[src/rtl/ped_pkg.sv]
// Shared definitions for the pedestrian request front end: FSM state codes and
// elaboration-time helpers for turning millisecond timings into cycle counts.
package ped_pkg;

  localparam logic [1:0] IDLE    = 2'd0;
  localparam logic [1:0] REQ     = 2'd1;
  localparam logic [1:0] LOCKOUT = 2'd2;

  function automatic int unsigned ms_to_cycles(input int unsigned freq, input int unsigned ms);
    return (freq / 1000) * ms;
  endfunction

  // Counter holds 0..cycles-1; never narrower than one bit.
  function automatic int unsigned cnt_width(input int unsigned cycles);
    return (cycles > 1) ? $clog2(cycles) : 1;
  endfunction

endpackage

[src/rtl/btn_debounce.sv]
// Two-flop synchroniser plus debounce counter: btn_clean follows the synchronised
// button only after it has differed from btn_clean for DB_CYCLES consecutive cycles.
module btn_debounce
  import ped_pkg::*;
#(
  parameter int unsigned DB_CYCLES = 20
) (
  input  logic clk,
  input  logic rst,
  input  logic btn_raw,
  output logic btn_clean
);

  localparam int unsigned CNT_W = cnt_width(DB_CYCLES);
  localparam logic [CNT_W-1:0] CNT_MAX = CNT_W'(DB_CYCLES - 1);

  logic             sync1;
  logic             sync2;
  logic [CNT_W-1:0] cnt;

  always_ff @(posedge clk or posedge rst) begin
    if (rst) begin
      sync1 <= 1'b0;
      sync2 <= 1'b0;
    end else begin
      sync1 <= btn_raw;
      sync2 <= sync1;
    end
  end

  always_ff @(posedge clk or posedge rst) begin
    if (rst) begin
      cnt       <= '0;
      btn_clean <= 1'b0;
    end else if (sync2 == btn_clean) begin
      cnt <= '0;
    end else if (cnt == CNT_MAX) begin
      cnt       <= '0;
      btn_clean <= sync2;
    end else begin
      cnt <= cnt + 1'b1;
    end
  end

endmodule

[src/rtl/ped_request_frontend.sv]
// Pedestrian button front end: debounced press latches a request held until ped_ack,
// followed by a lockout window. Optional req_count output under PED_REQ_COUNT_EN.
module ped_request_frontend
  import ped_pkg::*;
#(
  parameter int unsigned CLK_FREQ    = 1_000_000,
  parameter int unsigned DEBOUNCE_MS = 20,
  parameter int unsigned LOCKOUT_MS  = 2000
) (
  input  logic       clk,
  input  logic       rst,
  input  logic       btn_raw,
  input  logic       ped_ack,
  output logic       ped_req,
  output logic       btn_clean,
  output logic       lockout
`ifdef PED_REQ_COUNT_EN
  ,
  output logic [7:0] req_count
`endif
);

  localparam int unsigned DB_CYCLES = ms_to_cycles(CLK_FREQ, DEBOUNCE_MS);
  localparam int unsigned LK_CYCLES = ms_to_cycles(CLK_FREQ, LOCKOUT_MS);
  localparam int unsigned LK_W      = cnt_width(LK_CYCLES);
  localparam logic [LK_W-1:0] LK_MAX = LK_W'(LK_CYCLES - 1);

  if (DB_CYCLES == 0) begin : g_bad_db_cycles
    $error("ped_request_frontend: debounce cycle count evaluates to 0");
  end
  if (LK_CYCLES == 0) begin : g_bad_lk_cycles
    $error("ped_request_frontend: lockout cycle count evaluates to 0");
  end

  logic            clean_prev;
  logic            press;
  logic [1:0]      state;
  logic [1:0]      state_next;
  logic [LK_W-1:0] lk_cnt;

  btn_debounce #(
    .DB_CYCLES(DB_CYCLES)
  ) u_btn_debounce (
    .clk      (clk),
    .rst      (rst),
    .btn_raw  (btn_raw),
    .btn_clean(btn_clean)
  );

  always_ff @(posedge clk or posedge rst) begin
    if (rst) begin
      clean_prev <= 1'b0;
    end else begin
      clean_prev <= btn_clean;
    end
  end

  // Holding the button through lockout leaves clean_prev high, so no new press appears.
  assign press = btn_clean & ~clean_prev;

  always_comb begin
    state_next = state;
    case (state)
      IDLE:    if (press) state_next = REQ;
      REQ:     if (ped_ack) state_next = LOCKOUT;
      LOCKOUT: if (lk_cnt == LK_MAX) state_next = IDLE;
      default: state_next = IDLE;
    endcase
  end

  always_ff @(posedge clk or posedge rst) begin
    if (rst) begin
      state <= IDLE;
    end else begin
      state <= state_next;
    end
  end

  always_ff @(posedge clk or posedge rst) begin
    if (rst) begin
      lk_cnt <= '0;
    end else if (state == REQ && ped_ack) begin
      lk_cnt <= '0;
    end else if (state == LOCKOUT) begin
      lk_cnt <= (lk_cnt == LK_MAX) ? '0 : lk_cnt + 1'b1;
    end
  end

  assign ped_req = (state == REQ);
  assign lockout = (state == LOCKOUT);

`ifdef PED_REQ_COUNT_EN
  always_ff @(posedge clk or posedge rst) begin
    if (rst) begin
      req_count <= 8'd0;
    end else if (state == IDLE && press && req_count != 8'd255) begin
      req_count <= req_count + 8'd1;
    end
  end
`endif

endmodule

[config.mk]
export PLATFORM = sky130hd
export DESIGN_NAME = ped_request_frontend
export DESIGN_NICKNAME = d
export VERILOG_FILES = /design/src/rtl/ped_pkg.sv /design/src/rtl/btn_debounce.sv /design/src/rtl/ped_request_frontend.sv
export SDC_FILE = /design/constraint.sdc
export NUM_CORES = 1
export LEC_CHECK = 0
export CAP_MARGIN = 20
export CORE_UTILIZATION = 54
export CTS_BUF_LIST = sky130_fd_sc_hd__clkbuf_8 sky130_fd_sc_hd__clkbuf_16
export DETAILED_ROUTE_END_ITERATION = 10
export PLACE_DENSITY_LB_ADDON = 0.12
export SLEW_MARGIN = 20
export SYNTH_ARGS = -nofsm -noshare
export SYNTH_HDL_FRONTEND = slang
export SYNTH_HIERARCHICAL = 1
export SYNTH_SLANG_ARGS = --single-unit
[constraint.sdc]
create_clock -name clk -period 2 [get_ports clk]
set_input_delay 0.3 -clock clk [delete_from_list [all_inputs] [get_ports clk]]
set_output_delay 0.3 -clock clk [all_outputs]
set_load 0.01 [all_outputs]
Word level (Yosys, flattened, before mapping) --
Cells that the tools add are included.
Storage, ports and cells: word-level logic and storage cells 34, bits of input ports 4, output and inout bits 3, register bits after elaboration 42
Cells by class: bitwise operators 3, add/sub/neg operators 2, mux-type cells 9, equal/unequal tests 8, reduce and logical (&&, ||, !) cells 5
Operator list (number):
- 21-bit two-way mux | 3
- 15-bit two-way mux | 2
- 21-bit by 1-bit adder with 21-bit output, second input constant | 1
- 21-bit equality test, second input constant | 1
- 15-bit by 1-bit adder with 15-bit output, second input constant | 1
- 15-bit equality test, second input constant | 1
- 2-bit two-way mux | 3
- 2-bit case mux with 3 select lines | 1
- 2-bit != test, second input constant | 2
- 3-bit AND reduction | 1
- 2-bit by 1-bit equality test with 1-bit output, second input constant | 1
- 2-bit equality test, second input constant | 1
- 2-bit logical NOT | 1
- 2-bit by 1-bit != test with 1-bit output, second input constant | 1
- 1-bit NOT | 2
- 2-bit AND reduction | 1
- 2-bit nonzero test | 1
- 1-bit bitwise AND | 1
- 1-bit equality test | 1
- 1-bit logical AND | 1

Longest topological paths before layout --
Gate-level depths: netlist of run 1.
depth after elaboration 4, depth in mapped cells 8, depth with buffers taken out 6

By module --
The synthesis of run 1 kept the hierarchy.
Modules (own cells, without submodules):
- ped_request_frontend | cells an instance 147, area an instance 1336.3 µm², instances 1, seq. area each 600.6 µm²
- btn_debounce | cells an instance 82, area an instance 840.8 µm², instances 1, seq. area each 450.4 µm²

Worst setup path before layout of run 1 --
OpenSTA, ideal clock, no wires.
kind register -> register, start point register lk_cnt[0], end point register lk_cnt[12], setup time 0.087 ns, setup slack -0.017 ns, cell stages (with the launch flop) 8, required time 1.913 ns, period minus slack after synthesis 2.017 ns, arrival 1.931 ns, buffers on the path 1, cell sequence dfrtp_1 -> ha_1 -> and4_4 -> buf_6 -> and4bb_4 -> a21o_4 -> or4_1 -> o211ai_1
Between the ends: cells in the longest elaborated chain, start to end 4, elaborated cells on any way between the ends 5, classes of those cells add/sub: 1; eq/ne: 1; mux: 3
RTL lines:
- start, declared | line ped_request_frontend.sv:39 | logic [LK_W-1:0] lk_cnt;
- start signal, assigned | line ped_request_frontend.sv:85 | lk_cnt <= (lk_cnt == LK_MAX) ? '0 : lk_cnt + 1'b1;
- 21-bit by 1-bit adder with 21-bit output / 21-bit equality test (equally long branches) | line ped_request_frontend.sv:85
- 21-bit two-way mux (*) | line ped_request_frontend.sv:85
- 21-bit two-way mux (*) | line ped_request_frontend.sv:84 | end else if (state == LOCKOUT) begin
- 21-bit two-way mux (*) | line ped_request_frontend.sv:82 | end else if (state == REQ && ped_ack) begin
Every way passes the cells marked *; elsewhere a longest branch is shown, timed or not. The select of a mux whose other input is x is not followed. A chain may end at the register's enable or synchronous reset.

Worst setup path in the final report of run 1 --
Same ends and word-level chain as after synthesis.

==> results of run 1 <==
per-stage QoR:
stage	worst slack (ns)	area [sq um]	cells	power [uW]
after CTS	0.0465	2440	297	1490
after detailed placement	0.0668	2350	289	922
after global placement	0.126	2350	289	919
after global routing	0.00581	2450	297	1530
final	0.0680	2450	297	1470
after floorplan	0.0215	2180	229	906
path summary, 6_finish.rpt:
path / end / slack [ns] / depth (start not counted)
max in group asynchronous: u_btn_debounce/cnt[13]$_DFF_PP0_ / 1.14 / 2
max: lk_cnt[12]$_DFFE_PP0P_ / 0.07 / 6
max reg2reg: lk_cnt[12]$_DFFE_PP0P_ / 0.07 / 6
min reg2reg: u_btn_debounce/sync2$_DFF_PP0_ / 0.36 / 0
min: u_btn_debounce/sync2$_DFF_PP0_ / 0.36 / 0
min in group asynchronous: state[1]$_DFFE_PP0P_ / 0.37 / 3
sequential cells by signal, summed over array words and instances, names as in the netlist:
name,flops
clean_prev,1
lk_cnt,21
state,2
u_btn_debounce/btn_clean,1
u_btn_debounce/cnt,15
u_btn_debounce/sync1,1
u_btn_debounce/sync2,1
cell type report:
type / instances / share of cell area
Inverter: 13 / 0.0199
Clock inverter: 2 / 0.00357
Tap cell: 48 / 0.0245
Multi-Input combinational cell: 167 / 0.426
Sequential cell: 42 / 0.428
Clock buffer: 6 / 0.0336
Timing Repair Buffer: 19 / 0.0642
kinds of logic after synthesis:
group           after synthesis  synth area share
mux                           1           0.00689
fa+ha+maj                     2            0.0115
simple gates                106             0.272
buf+inv                      20            0.0437
xor+xnor                     14            0.0563
flops                        42             0.483
compound gates               44             0.126
power groups by stage:
stage | sequential (uW) | clock [uW] | combinational [uW]
2_1_floorplan | 878 | 0 | 28.2
3_3_place_gp | 879 | 0 | 40.2
3_5_place_dp | 879 | 0 | 42.5
4_1_cts | 862 | 582 | 42.5
5_1_grt | 863 | 615 | 50.1
6_report | 862 | 568 | 41.6
cells in the final DEF, fill, tap and decap left out, types with 6 or more instances in the layout:
cell type	n
a21oi_1	12
a31oi_1	8
buf_4	13
clkbuf_8	6
clkdlybuf4s50_1	6
dfrtp_1	42
inv_1	13
nand2_1	23
nand3_1	18
nand4_1	7
nor2_1	22
o21ai_0	13
xnor2_1	11
repair_timing:
item	4_1_cts	5_1_grt
buffers inserted	0	0
setup endpoints to repair	1	4
gates resized for setup	2	2
layer usage:
metal | vias up | global-route usage | wire, um
li1 | 863 | - | -
met4 | 0 | 0.144 | 126
met5 | - | 0 | 0
met1 | 901 | 0.279 | 1940
met3 | 17 | 0.0538 | 173
met2 | 50 | 0.454 | 2440
==> impl_metrics.json, run 1 <==
{
  "clockPowerShare": 0.386,
  "path_delay_family": "simple AND/OR/NAND/NOR gates",
  "clock_skew_ns": 0.0127,
  "ys_warn_count": 6,
  "antenna_found_initial": 0,
  "endpoint_kind": "flip-flop",
  "synthesis.area_sq_um": 2180,
  "hold_path.startpoint": "u_btn_debounce/sync1$_DFF_PP0_",
  "yosysTopAreaCellShare": 0.483,
  "layout.nets": 254,
  "start_kind": "flip-flop",
  "hold_viol": 0,
  "critical_path_class": "flip-flop to flip-flop",
  "place.gp.congestion": 0.822,
  "intPower_uw": 1140,
  "synthTopCellsByArea": "dfrtp_1 48%, xnor2_1 4.4%, nand3_1 4.1%",
  "crit_chain": "ha_2 > and4_4 > and4bb_4 > a21o_4 > or4_1 > o211ai_1",
  "die_area_sq_um": 4290,
  "worstPathArrival_ns": 2.16,
  "hpwl_mm": 3.33,
  "slew_headroom": 0.554,
  "total_leakage_power_uw": 0.00102,
  "tns_ns": 0,
  "synth_top_cell_by_area": "dfrtp_1",
  "core_area_sq_um": 3770,
  "final_core_util": 0.651,
  "fill_cells": 298,
  "worst-path-buf-inv": 0,
  "report.final.slew_viol_count": 0,
  "grtUsageTotal": 0.255,
  "clock_sinks": 42,
  "p_sw_uw": 329,
  "synth_edf_count": 0,
  "gr-total-overflow": 0,
  "ys_types": 43,
  "tritoncts": "done",
  "timing.final.crit_share": 0.966,
  "regArea_sq_um": 1050,
  "diodes": 0,
  "synth.avg_cell_area_sq_um": 9.51,
  "worst_pin_slew_ns": 0.669,
  "fp-row-count": 22,
  "r2r_start": "lk_cnt[0]$_DFFE_PP0P_",
  "clockBufferDepth": 2,
  "p_comb_frac": 0.028,
  "io_buffers": 6,
  "syn_inst": 229,
  "finalWirelength_mm": 4.68,
  "initial_core_util": 0.577,
  "cp-startpoint": "lk_cnt[0]$_DFFE_PP0P_",
  "viasPerCell": 6.16,
  "die_h_um": 65.5,
  "clk_pin_slew_ns": 0.09,
  "cp_max_fo": 10,
  "setup-violations-final": 0,
  "drive_above_1_share": 0.141,
  "die_w_um": 65.5,
  "htreeDepth": 2,
  "grt_pass1_vias": 1836,
  "clk_latency_ns": 0.30,
  "ioPinCount": 7,
  "hold_buffers": 0,
  "crit_path_max_incr_delay_ns": 0.50,
  "synthTopCellsByCount": "42 x dfrtp_1, 23 x nand2_1, 22 x nor2_1",
  "crit_required_ns": 2.23,
  "drv_cap": 0,
  "rsz0062_at_grt": "false",
  "yosysSeqAreaShare": 0.483,
  "first_iter_violations": 111,
  "synth_ff_type": "dfrtp_1",
  "numCtsBuffers": 5,
  "drc": 0,
  "postRouteAntennaNets": 0,
  "sw_frac_of_total": 0.223,
  "synth-seq-cells": 42,
  "outcome": "finished clean",
  "synth_async_sr_flop_share": 1.00,
  "cts-root-buf": "clkbuf_8",
  "multi_input_comb_area_sq_um": 1050,
  "hp-class": "flip-flop to flip-flop",
  "power.sequential.fraction": 0.586,
  "firstDrtPassIters": 4,
  "synth.most_common_cell": "dfrtp_1",
  "vdd_drop_max_v": 0.000546,
  "grt_start_max_net_pins": 25,
  "syn2layout_area_growth_pct": 12.8,
  "fmax_ghz": 0.518,
  "grt_pass1_wl_mm": 8.14,
  "holdWs_ns": 0.357,
  "min_period_ns": 1.93,
  "synth_nets": 235,
  "vias": 1831,
  "cp_slowest_cell": "or4_1",
  "routedWlPerCell_um": 15.8,
  "p_per_area_nw_per_um2": 600
}
No activity file was read; power rests on OpenSTA's default activity.
==> run 2: changes to the inputs <==
CORE_UTILIZATION = 57   (was 54)
CTS_BUF_LIST = sky130_fd_sc_hd__clkbuf_8   (was sky130_fd_sc_hd__clkbuf_8 sky130_fd_sc_hd__clkbuf_16)
GPL_ROUTABILITY_DRIVEN = 1   (was default)
==> impl_metrics.json, run 2 (synthesis gave the netlist of run 1 again) <==
{
  "outcome": "finished clean",
  "total_leakage_power_uw": 0.00104,
  "layout.nets": 257,
  "drive_above_1_share": 0.155,
  "rsz0062_at_grt": "false",
  "final_cells": 300,
  "gr-total-overflow": 0,
  "die_area_sq_um": 4070,
  "holdWs_ns": 0.354,
  "clk_pin_slew_ns": 0.08,
  "cp_slowest_cell": "or4_1",
  "hold_depth": 0,
  "final_cell_mix": "42 x dfrtp_1, 23 x nand2_1, 22 x nor2_1",
  "initial_core_util": 0.595,
  "io_buffers": 6,
  "cts-root-buf": "clkbuf_8",
  "vdd_drop_max_v": 0.000482,
  "rr_worst_depth": 6,
  "hold_end": "u_btn_debounce/sync2$_DFF_PP0_",
  "r2r_start": "lk_cnt[0]$_DFFE_PP0P_",
  "die_w_um": 63.8,
  "r2r_setup_slack_ns": 0.06,
  "firstDrtPassIters": 4,
  "crit_chain": "ha_2 > and4_4 > and4bb_4 > a21o_4 > or4_1 > o211ai_1",
  "fill_cells": 275,
  "core_area_sq_um": 3660,
  "antenna_found_initial": 0,
  "clock_sinks": 42,
  "report.final.slew_viol_count": 0,
  "ioPinCount": 7,
  "hold_buffers": 0,
  "first_iter_violations": 159,
  "dp_cells": 290,
  "slew_headroom": 0.552,
  "largest-register": "lk_cnt",
  "worstPathArrival_ns": 2.16,
  "cp_max_fo": 10,
  "clk_latency_ns": 0.30,
  "clockBufferDepth": 2,
  "start_kind": "flip-flop",
  "crit_required_ns": 2.22,
  "setup-violations-final": 0,
  "diodes": 0,
  "timing.final.ws_setup_ns": 0.0634,
  "drc": 0,
  "viasPerCell": 6.09,
  "grt_pass1_wl_mm": 7.99,
  "endpoint_kind": "flip-flop",
  "vias": 1826,
  "clock_skew_ns": 0.00870,
  "final_common_cell": "dfrtp_1",
  "grt_pass1_vias": 1898,
  "worst_pin_slew_ns": 0.672,
  "drv_cap": 0,
  "min_period_ns": 1.94,
  "largest_register_ffs": 21,
  "tns_ns": 0,
  "die_h_um": 63.8,
  "postRouteAntennaNets": 0,
  "place_ws_ns": 0.0618,
  "fmax_ghz": 0.516,
  "routedWlPerCell_um": 15.4,
  "grt_start_max_net_pins": 25,
  "syn2layout_area_growth_pct": 14.6,
  "hpwl_mm": 3.21,
  "place.gp.congestion": 0.831,
  "critical_path_class": "flip-flop to flip-flop",
  "tritoncts": "done",
  "hp-class": "flip-flop to flip-flop",
  "hold_path.startpoint": "u_btn_debounce/sync1$_DFF_PP0_",
  "fp-row-count": 22,
  "finalWirelength_mm": 4.63,
  "numCtsBuffers": 5,
  "grtUsageTotal": 0.260,
  "worst_r2r_endpoint": "lk_cnt[12]$_DFFE_PP0P_",
  "p_per_area_nw_per_um2": 627,
  "timing.final.crit_share": 0.968,
  "htreeDepth": 2,
  "hold_viol": 0,
  "crit_path_max_incr_delay_ns": 0.52,
  "top_regs": "lk_cnt x21, u_btn_debounce/cnt x15, state x2"
}
[run 2: area by class of cell]
class,instances,area [sq um],share of cell area
repair buffers,22,180,0.0722
well taps,48,60.1,0.0241
flip-flops and latches,42,1050,0.421
clock buffers,5,68.8,0.0276
clock inverters,3,40.0,0.0160
multi-input cells,167,1050,0.419
inverters,13,48.8,0.0196
[run 2: critical path: cells and delay by family (launching register included)]
| family | cells | cell delay (ns) |
|---|---|---|
| DFF | 1 | 0.39 |
| and+or+nand+nor | 3 | 0.91 |
| AOI/OAI and AO/OA | 2 | 0.34 |
| adders and majority gates | 1 | 0.21 |
[run 2: worst max path at each step]
stage	startpoint	slack, ns	cells after the start	end
2_1_floorplan	lk_cnt[0]$_DFFE_PP0P_	0.02	7	lk_cnt[12]$_DFFE_PP0P_
3_3_place_gp	lk_cnt[0]$_DFFE_PP0P_	0.13	6	lk_cnt[12]$_DFFE_PP0P_
3_5_place_dp	u_btn_debounce/cnt[12]$_DFF_PP0_	0.06	4	u_btn_debounce/cnt[2]$_DFF_PP0_
4_1_cts	state[0]$_DFFE_PP0P_	0.005	3	lockout
5_1_grt	lk_cnt[0]$_DFFE_PP0P_	0.003	6	lk_cnt[12]$_DFFE_PP0P_
6_report	lk_cnt[0]$_DFFE_PP0P_	0.06	6	lk_cnt[12]$_DFFE_PP0P_
[run 2: power by group]
group          total (uW)  leakage (uW)  internal [uW]  switching, uW
clock                 659     0.0000579            367            291
sequential            863      0.000554            855           7.43
combinational        42.1      0.000425           14.1           28.0
total                1560       0.00104           1240            327
[run 2: per-layer routing]
layer	share of wire	GRT usage
met1	0.43	0.283
met5	0	0
met4	0.032	0.182
met3	0.033	0.0625
met2	0.50	0.441
[run 2: per-stage QoR]
stage / total power, uW / area [sq um] / utilization
6_report: 1560 / 2490 / 0.681
5_1_grt: 1610 / 2490 / 0.681
4_1_cts: 1580 / 2470 / 0.674
3_5_place_dp: 922 / 2360 / 0.644
3_3_place_gp: 919 / 2360 / 0.644
2_1_floorplan: 906 / 2180 / -
[run 2: timing repair]
item | in CTS | in global routing
gates resized for setup | 1 | 3
setup buffers | 0 | 2
endpoints found under the setup margin | 1 | 9
